### src/rtl/idu_decode_stage.sv
// idu_decode_stage: registered RV32I decode stage with valid/ready handshakes
// on both sides and a one-entry skid buffer.
//
// Ports
//   clk, rst_n            clock, asynchronous active-low reset
//   flush                 synchronous kill of all held instructions
//   in_valid/in_ready     fetch-side handshake; in_inst/in_pc carry the payload
//   out_valid/out_ready   execute-side handshake
//   out_*                 decoded bundle: pc, immediate, register indices,
//                         funct3, ALU controls, write-back select, class flags
//
// Decode is combinational on the fetch payload. The decoded bundle is stored
// in the main register (which drives the outputs) or in the skid register
// when the main register is held by backpressure. Both in_ready and
// out_valid are flops, so out_ready never reaches in_ready combinationally.
module idu_decode_stage #(
   parameter int unsigned XLEN       = 32,
   parameter int unsigned ALU_CTRL_W = 4
) (
   input  logic                  clk,
   input  logic                  rst_n,
   input  logic                  flush,
   input  logic                  in_valid,
   output logic                  in_ready,
   input  logic [31:0]           in_inst,
   input  logic [XLEN-1:0]       in_pc,
   output logic                  out_valid,
   input  logic                  out_ready,
   output logic [XLEN-1:0]       out_pc,
   output logic [XLEN-1:0]       out_imm,
   output logic [4:0]            out_rs1,
   output logic [4:0]            out_rs2,
   output logic [4:0]            out_rd,
   output logic [2:0]            out_funct3,
   output logic                  out_reg_write,
   output logic                  out_alu_src,
   output logic                  out_alu_a_pc,
   output logic [ALU_CTRL_W-1:0] out_alu_ctrl,
   output logic [1:0]            out_wb_sel,
   output logic                  out_mem_read,
   output logic                  out_mem_write,
   output logic                  out_branch,
   output logic                  out_is_jal,
   output logic                  out_is_jalr,
   output logic                  out_ebreak,
   output logic                  out_illegal
);

   // Opcodes
   localparam logic [6:0] OPC_LUI    = 7'b0110111;
   localparam logic [6:0] OPC_AUIPC  = 7'b0010111;
   localparam logic [6:0] OPC_JAL    = 7'b1101111;
   localparam logic [6:0] OPC_JALR   = 7'b1100111;
   localparam logic [6:0] OPC_BRANCH = 7'b1100011;
   localparam logic [6:0] OPC_LOAD   = 7'b0000011;
   localparam logic [6:0] OPC_STORE  = 7'b0100011;
   localparam logic [6:0] OPC_OPIMM  = 7'b0010011;
   localparam logic [6:0] OPC_OP     = 7'b0110011;
   localparam logic [6:0] OPC_SYSTEM = 7'b1110011;

   localparam logic [31:0] INST_EBREAK = 32'h0010_0073;
   localparam logic [6:0]  F7_ZERO     = 7'b0000000;
   localparam logic [6:0]  F7_ALT      = 7'b0100000;

   // ALU operation codes
   localparam logic [ALU_CTRL_W-1:0] ALU_ADD  = ALU_CTRL_W'(0);
   localparam logic [ALU_CTRL_W-1:0] ALU_SUB  = ALU_CTRL_W'(1);
   localparam logic [ALU_CTRL_W-1:0] ALU_AND  = ALU_CTRL_W'(3);
   localparam logic [ALU_CTRL_W-1:0] ALU_OR   = ALU_CTRL_W'(4);
   localparam logic [ALU_CTRL_W-1:0] ALU_XOR  = ALU_CTRL_W'(5);
   localparam logic [ALU_CTRL_W-1:0] ALU_SLT  = ALU_CTRL_W'(6);
   localparam logic [ALU_CTRL_W-1:0] ALU_SLTU = ALU_CTRL_W'(7);
   localparam logic [ALU_CTRL_W-1:0] ALU_SLL  = ALU_CTRL_W'(8);
   localparam logic [ALU_CTRL_W-1:0] ALU_SRL  = ALU_CTRL_W'(9);
   localparam logic [ALU_CTRL_W-1:0] ALU_SRA  = ALU_CTRL_W'(10);

   // Write-back select
   localparam logic [1:0] WB_ALU = 2'b00;
   localparam logic [1:0] WB_IMM = 2'b01;
   localparam logic [1:0] WB_PC4 = 2'b10;
   localparam logic [1:0] WB_MEM = 2'b11;

   // Buffer occupancy states
   localparam logic [1:0] ST_EMPTY = 2'd0;
   localparam logic [1:0] ST_ONE   = 2'd1;
   localparam logic [1:0] ST_TWO   = 2'd2;

   typedef struct packed {
      logic [XLEN-1:0]       pc;
      logic [XLEN-1:0]       imm;
      logic [4:0]            rs1;
      logic [4:0]            rs2;
      logic [4:0]            rd;
      logic [2:0]            funct3;
      logic                  reg_write;
      logic                  alu_src;
      logic                  alu_a_pc;
      logic [ALU_CTRL_W-1:0] alu_ctrl;
      logic [1:0]            wb_sel;
      logic                  mem_read;
      logic                  mem_write;
      logic                  branch;
      logic                  is_jal;
      logic                  is_jalr;
      logic                  ebreak;
      logic                  illegal;
   } bundle_t;

   // Base ALU operation selected by funct3 (OP and OP-IMM share the encoding)
   function automatic logic [ALU_CTRL_W-1:0] alu_of_funct3(input logic [2:0] f3);
      logic [ALU_CTRL_W-1:0] op;
      case (f3)
         3'b000:  op = ALU_ADD;
         3'b001:  op = ALU_SLL;
         3'b010:  op = ALU_SLT;
         3'b011:  op = ALU_SLTU;
         3'b100:  op = ALU_XOR;
         3'b101:  op = ALU_SRL;
         3'b110:  op = ALU_OR;
         default: op = ALU_AND;
      endcase
      return op;
   endfunction

   logic [6:0]      opcode_c;
   logic [2:0]      funct3_c;
   logic [6:0]      funct7_c;
   logic [XLEN-1:0] imm_i_c;
   logic [XLEN-1:0] imm_sh_c;
   logic [XLEN-1:0] imm_s_c;
   logic [XLEN-1:0] imm_b_c;
   logic [XLEN-1:0] imm_u_c;
   logic [XLEN-1:0] imm_j_c;
   logic            ill_c;
   bundle_t         dec_c;

   assign opcode_c = in_inst[6:0];
   assign funct3_c = in_inst[14:12];
   assign funct7_c = in_inst[31:25];

   // Immediate formats, sign-extended to XLEN (shift amount zero-extended)
   assign imm_i_c  = XLEN'($signed(in_inst[31:20]));
   assign imm_sh_c = XLEN'(in_inst[24:20]);
   assign imm_s_c  = XLEN'($signed({in_inst[31:25], in_inst[11:7]}));
   assign imm_b_c  = XLEN'($signed({in_inst[31], in_inst[7], in_inst[30:25],
                                    in_inst[11:8], 1'b0}));
   assign imm_u_c  = XLEN'($signed({in_inst[31:12], 12'b0}));
   assign imm_j_c  = XLEN'($signed({in_inst[31], in_inst[19:12], in_inst[20],
                                    in_inst[30:21], 1'b0}));

   // Combinational control decode of the offered instruction
   always_comb begin
      dec_c          = '0;
      ill_c          = 1'b0;
      dec_c.pc       = in_pc;
      dec_c.rs1      = in_inst[19:15];
      dec_c.rs2      = in_inst[24:20];
      dec_c.rd       = in_inst[11:7];
      dec_c.funct3   = funct3_c;
      dec_c.alu_ctrl = ALU_ADD;

      case (opcode_c)
         OPC_LUI: begin
            dec_c.imm       = imm_u_c;
            dec_c.reg_write = 1'b1;
            dec_c.alu_src   = 1'b1;
            dec_c.wb_sel    = WB_IMM;
         end
         OPC_AUIPC: begin
            dec_c.imm       = imm_u_c;
            dec_c.reg_write = 1'b1;
            dec_c.alu_src   = 1'b1;
            dec_c.alu_a_pc  = 1'b1;
            dec_c.wb_sel    = WB_ALU;
         end
         OPC_JAL: begin
            dec_c.imm       = imm_j_c;
            dec_c.reg_write = 1'b1;
            dec_c.alu_src   = 1'b1;
            dec_c.alu_a_pc  = 1'b1;
            dec_c.wb_sel    = WB_PC4;
            dec_c.is_jal    = 1'b1;
         end
         OPC_JALR: begin
            dec_c.imm       = imm_i_c;
            dec_c.reg_write = 1'b1;
            dec_c.alu_src   = 1'b1;
            dec_c.wb_sel    = WB_PC4;
            dec_c.is_jalr   = 1'b1;
            ill_c           = (funct3_c != 3'b000);
         end
         OPC_BRANCH: begin
            dec_c.imm      = imm_b_c;
            dec_c.alu_src  = 1'b1;
            dec_c.alu_a_pc = 1'b1;
            dec_c.branch   = 1'b1;
            ill_c          = (funct3_c == 3'b010) || (funct3_c == 3'b011);
         end
         OPC_LOAD: begin
            dec_c.imm       = imm_i_c;
            dec_c.reg_write = 1'b1;
            dec_c.alu_src   = 1'b1;
            dec_c.mem_read  = 1'b1;
            dec_c.wb_sel    = WB_MEM;
            ill_c           = (funct3_c == 3'b011) || (funct3_c[2:1] == 2'b11);
         end
         OPC_STORE: begin
            dec_c.imm       = imm_s_c;
            dec_c.alu_src   = 1'b1;
            dec_c.mem_write = 1'b1;
            ill_c           = (funct3_c > 3'b010);
         end
         OPC_OPIMM: begin
            dec_c.reg_write = 1'b1;
            dec_c.alu_src   = 1'b1;
            dec_c.wb_sel    = WB_ALU;
            dec_c.alu_ctrl  = alu_of_funct3(funct3_c);
            if (funct3_c == 3'b001) begin
               dec_c.imm = imm_sh_c;
               ill_c     = (funct7_c != F7_ZERO);
            end else if (funct3_c == 3'b101) begin
               dec_c.imm = imm_sh_c;
               if (funct7_c == F7_ALT) begin
                  dec_c.alu_ctrl = ALU_SRA;
               end else begin
                  ill_c = (funct7_c != F7_ZERO);
               end
            end else begin
               dec_c.imm = imm_i_c;
            end
         end
         OPC_OP: begin
            dec_c.reg_write = 1'b1;
            dec_c.wb_sel    = WB_ALU;
            dec_c.alu_ctrl  = alu_of_funct3(funct3_c);
            // funct7=0100000 only selects SUB or SRA
            if (funct7_c == F7_ALT) begin
               if (funct3_c == 3'b000) begin
                  dec_c.alu_ctrl = ALU_SUB;
               end else if (funct3_c == 3'b101) begin
                  dec_c.alu_ctrl = ALU_SRA;
               end else begin
                  ill_c = 1'b1;
               end
            end else begin
               ill_c = (funct7_c != F7_ZERO);
            end
         end
         OPC_SYSTEM: begin
            if (in_inst == INST_EBREAK) begin
               dec_c.ebreak = 1'b1;
            end else begin
               ill_c = 1'b1;
            end
         end
         default: ill_c = 1'b1;
      endcase

      // Illegal instructions carry no side effects downstream
      if (ill_c) begin
         dec_c.reg_write = 1'b0;
         dec_c.alu_src   = 1'b0;
         dec_c.alu_a_pc  = 1'b0;
         dec_c.alu_ctrl  = ALU_ADD;
         dec_c.wb_sel    = WB_ALU;
         dec_c.mem_read  = 1'b0;
         dec_c.mem_write = 1'b0;
         dec_c.branch    = 1'b0;
         dec_c.is_jal    = 1'b0;
         dec_c.is_jalr   = 1'b0;
         dec_c.illegal   = 1'b1;
      end

      // x0 is never written
      if (dec_c.rd == 5'd0) begin
         dec_c.reg_write = 1'b0;
      end
   end

   logic [1:0] state;
   logic [1:0] state_nxt_c;
   logic       accept_c;
   logic       drain_c;
   logic       load_m_dec_c;
   logic       load_m_skid_c;
   logic       load_s_c;
   bundle_t    m_q;
   bundle_t    s_q;

   assign accept_c = in_valid & in_ready;
   assign drain_c  = out_valid & out_ready;

   // Occupancy state register
   always_ff @(posedge clk or negedge rst_n) begin
      if (!rst_n) begin
         state <= ST_EMPTY;
      end else begin
         state <= state_nxt_c;
      end
   end

   // Next occupancy and register load selects
   always_comb begin
      state_nxt_c   = state;
      load_m_dec_c  = 1'b0;
      load_m_skid_c = 1'b0;
      load_s_c      = 1'b0;
      case (state)
         ST_EMPTY: begin
            if (accept_c) begin
               state_nxt_c  = ST_ONE;
               load_m_dec_c = 1'b1;
            end
         end
         ST_ONE: begin
            if (accept_c && !drain_c) begin
               state_nxt_c = ST_TWO;
               load_s_c    = 1'b1;
            end else if (accept_c && drain_c) begin
               load_m_dec_c = 1'b1;
            end else if (drain_c) begin
               state_nxt_c = ST_EMPTY;
            end
         end
         ST_TWO: begin
            if (drain_c) begin
               state_nxt_c   = ST_ONE;
               load_m_skid_c = 1'b1;
            end
         end
         default: state_nxt_c = ST_EMPTY;
      endcase
      // A redirect discards everything, including this cycle's offer
      if (flush) begin
         state_nxt_c   = ST_EMPTY;
         load_m_dec_c  = 1'b0;
         load_m_skid_c = 1'b0;
         load_s_c      = 1'b0;
      end
   end

   // Handshake flops follow the next occupancy
   always_ff @(posedge clk or negedge rst_n) begin
      if (!rst_n) begin
         out_valid <= 1'b0;
         in_ready  <= 1'b1;
      end else begin
         out_valid <= (state_nxt_c != ST_EMPTY);
         in_ready  <= (state_nxt_c != ST_TWO);
      end
   end

   // Main and skid payload registers
   always_ff @(posedge clk or negedge rst_n) begin
      if (!rst_n) begin
         m_q <= '0;
         s_q <= '0;
      end else begin
         if (load_m_dec_c) begin
            m_q <= dec_c;
         end else if (load_m_skid_c) begin
            m_q <= s_q;
         end
         if (load_s_c) begin
            s_q <= dec_c;
         end
      end
   end

   assign out_pc        = m_q.pc;
   assign out_imm       = m_q.imm;
   assign out_rs1       = m_q.rs1;
   assign out_rs2       = m_q.rs2;
   assign out_rd        = m_q.rd;
   assign out_funct3    = m_q.funct3;
   assign out_reg_write = m_q.reg_write;
   assign out_alu_src   = m_q.alu_src;
   assign out_alu_a_pc  = m_q.alu_a_pc;
   assign out_alu_ctrl  = m_q.alu_ctrl;
   assign out_wb_sel    = m_q.wb_sel;
   assign out_mem_read  = m_q.mem_read;
   assign out_mem_write = m_q.mem_write;
   assign out_branch    = m_q.branch;
   assign out_is_jal    = m_q.is_jal;
   assign out_is_jalr   = m_q.is_jalr;
   assign out_ebreak    = m_q.ebreak;
   assign out_illegal   = m_q.illegal;

endmodule

### config.mk
export PLATFORM = sky130hd
export DESIGN_NAME = idu_decode_stage
export DESIGN_NICKNAME = d
export VERILOG_FILES = /design/src/rtl/idu_decode_stage.sv
export SDC_FILE = /design/constraint.sdc
export NUM_CORES = 1
export LEC_CHECK = 0
export CAP_MARGIN = 10
export CORE_UTILIZATION = 45
export DETAILED_ROUTE_END_ITERATION = 12
export GPL_ROUTABILITY_DRIVEN = 1
export GPL_TIMING_DRIVEN = 1
export PLACE_DENSITY = 0.71
export SLEW_MARGIN = 10
export SYNTH_ARGS = -nofsm -noshare
export SYNTH_HDL_FRONTEND = slang
export SYNTH_SLANG_ARGS = --single-unit
### constraint.sdc
create_clock -name clk -period 4 [get_ports clk]
set_input_delay 0.8 -clock clk [delete_from_list [all_inputs] [get_ports clk]]
set_output_delay 0.8 -clock clk [all_outputs]
set_load 0.05 [all_outputs]
==> flow_summary.ini <==
[synthesis]
ys_async_sr_fraction_pct = 100
synthTopCellsByArea = dfrtp_1, nand2_1, a22oi_1
syn_area_um2 = 8720
syn_inst = 926
synth_edf_count = 0
syn_avg_cell_area_um2 = 9.42
synth.largest_area_cell = dfrtp_1
synth_ff_type = dfrtp_1
yosysSeqAreaShare_pct = 57.4
yosys_warnings = 0
synth_seq_cells = 200
ys_types = 49
syn_nets = 995
yosysTopAreaCellShare_pct = 57.1

[final_layout]
area_delta_synth_final_pct = 29.7
drive_above_1_share_pct = 6.12
final_common_cell = nand2_1
n_antenna_cell = 0
layout.nets = 1135
final_cell_mix = nand2_1, dfrtp_1, clkdlybuf4s50_1
fin_area_um2 = 11300

[critical_path]
critical_path.max_fanout = 26
cp-end-kind = register
worstPathArrival_ns = 3.35
critPathLaunchType = input pin
critPathKind = in -> reg
crit_chain = clkdlybuf4s50_1, or4_4, a2111oi_4, o221ai_2, nor4b_4, nand2_4, o41ai_1
slowest_stage = or4_4
slowest_delay_ns = 0.62
crit_required_ns = 4.32

[sta]
fin_skew_ns = 0.00873
max_clock_freq_ghz = 0.330
worst_slew_pin_slew_ns = 0.814
rsz0062_at_grt = no
final.min_clock_period_ns = 3.03
finalSetupViolCount = 0
slew_headroom_pct = 45.6
finalMaxSlewViolations = 0
period_share_pct = 75.7
finalHoldViolations = 0
fin_tns_setup_ns = 0

[cts]
clk_latency_ns = 0.43
cts_setup_buffers = 0
cts_buffers = 17
clockRootBuffer = clkbuf_16
clk_pin_slew_ns = 0.07
cts.sinks = 200
htreeDepth = 4
cts_tree = done
post_cts_resized = 0
clk_path_buf_depth = 2
cts_hold_buf = 0

[run_status]
status = completed

[global_route]
grt_first_pass_wirelength_mm = 38.1
antenna_found_initial = 0
grt_max_degree = 136
overflow = 0
grt_pass1_vias = 7057
grt.total_usage_pct = 24.5

[power]
sw_frac_of_total_pct = 35.0
pwr-share-clk_pct = 28.3
intPower_mw = 4.10
power.total_mw = 6.31
leakagePower_nw = 5.00
p_comb_share_pct = 28.6
power_switching_mw = 2.21
powerDensity_nw_per_um2 = 558
peakVddDrop_v = 0.000364
power_frac_seq_pct = 43.1

[die]
rows = 50
die-width_um = 141
dieArea_um2 = 19900
ioPinCount = 169
die_y_um = 141
start_util_pct = 46.3
core-area_um2 = 18800

[routing]
vias = 7389
drtPass1Iterations = 5
finalWirelength_mm = 23.6
drt-wirelength-per-cell_um = 17.6
drc = 0
vias_per_cell = 5.52
drt_iter0_markers = 601
antenna_left = 0

[place]
dpl_cell_area_um2 = 10700
place_congestion = 0.896
hpwl_mm = 15.0
port_buffers = 168

[hold_path]
min_path_type = in -> async

[flow_run]
maxCapViolations = 0
worst paths after layout:
kind                       slack (ns)         from  cells after the start           to
hold / removal                   0.39        rst_n                      1    out_valid
max in group asynchronous        2.67        rst_n                      2      s_q[11]
setup / recovery                 0.97  in_inst[31]                      7   out_branch
hold reg to reg                  0.47    out_pc[3]                      2    out_pc[3]
setup reg to reg                 1.69     state[0]                      6  out_imm[24]
min in group clk                 0.47    out_pc[3]                      2    out_pc[3]
flip-flops by register name, indices dropped and copies added (netlist names), 2 cells and up:
signal	count
s_q	98
out_imm	32
out_pc	32
out_rd	5
out_rs1	5
out_rs2	5
out_alu_ctrl	4
out_funct3	3
out_wb_sel	2
state	2
routing by layer:
layer  up-vias  share of wire, %  track usage, %  routed length (um)
met5         -                 0               0                   0
met4         0              0.94            6.18                 221
met3        16               7.9            6.83                1870
met2       278                46            37.4               10900
met1      3611                45            34.4               10600
li1       3484                 -               -                   -
power groups by stage:
stage | logic [mW] | clock network [mW] | registers (mW)
global route | 1.95 | 1.90 | 2.77
floorplan | 0.501 | 0 | 3.34
CTS | 1.82 | 1.82 | 2.72
finish | 1.80 | 1.79 | 2.72
detailed placement | 1.81 | 0 | 2.75
global placement | 1.79 | 0 | 2.74
synthesized netlist by cell type, types with 2 or more instances:
cell type / n
a22oi_1: 81
buf_6: 3
o21ai_0: 89
a22o_1: 7
nand4_1: 2
mux2i_1: 14
nand2_1: 310
nor4_1: 5
a21oi_1: 32
and3_1: 3
clkbuf_1: 62
nand2b_1: 4
dfrtp_1: 199
nand3_1: 8
a31oi_1: 2
nor2_1: 21
a2111o_1: 2
nor3_1: 5
inv_1: 4
or3_1: 3
a221o_1: 2
a21o_1: 9
nor2b_1: 6
nand4b_1: 3
and3_2: 2
o41ai_1: 2
o31ai_1: 21
o21a_1: 2
buf_1: 3
critical path: cells and delay by family:
kind	cells	cell delay, ns
and+or+nand+nor	3	1.27
AOI/OAI and AO/OA	3	0.72
buffers and inverters	1	0.54
logic make-up after synthesis:
family / Yosys count / synth area share [%]
buffers and inverters: 72 / 3.36
AO/OA/AOI/OAI: 257 / 19.2
AND/OR/NAND/NOR: 382 / 18.3
XOR/XNOR: 1 / 0.100
flip-flops: 200 / 57.4
multiplexers: 14 / 1.61
through the flow:
step	cells	setup WS (ns)	hold WS (ns)	utilization (%)
after CTS	1338	0.975	0.413	60.1
after global routing	1338	0.850	0.424	60.1
final	1338	0.972	0.392	60.1
after floorplan	926	1.36	0.444	-
after detailed placement	1307	0.553	0.461	56.8
after global placement	1307	0.610	0.458	56.8
final cells by class:
type	count	area [um^2]
fill	1623	7520
sequential	200	5010
multi-input combinational	654	3460
timing repair buffer	189	1890
clock buffer	21	470
tap	260	325
clock inverter	10	144
inverter	4	15.0
Power figures use the tool's default switching activity.
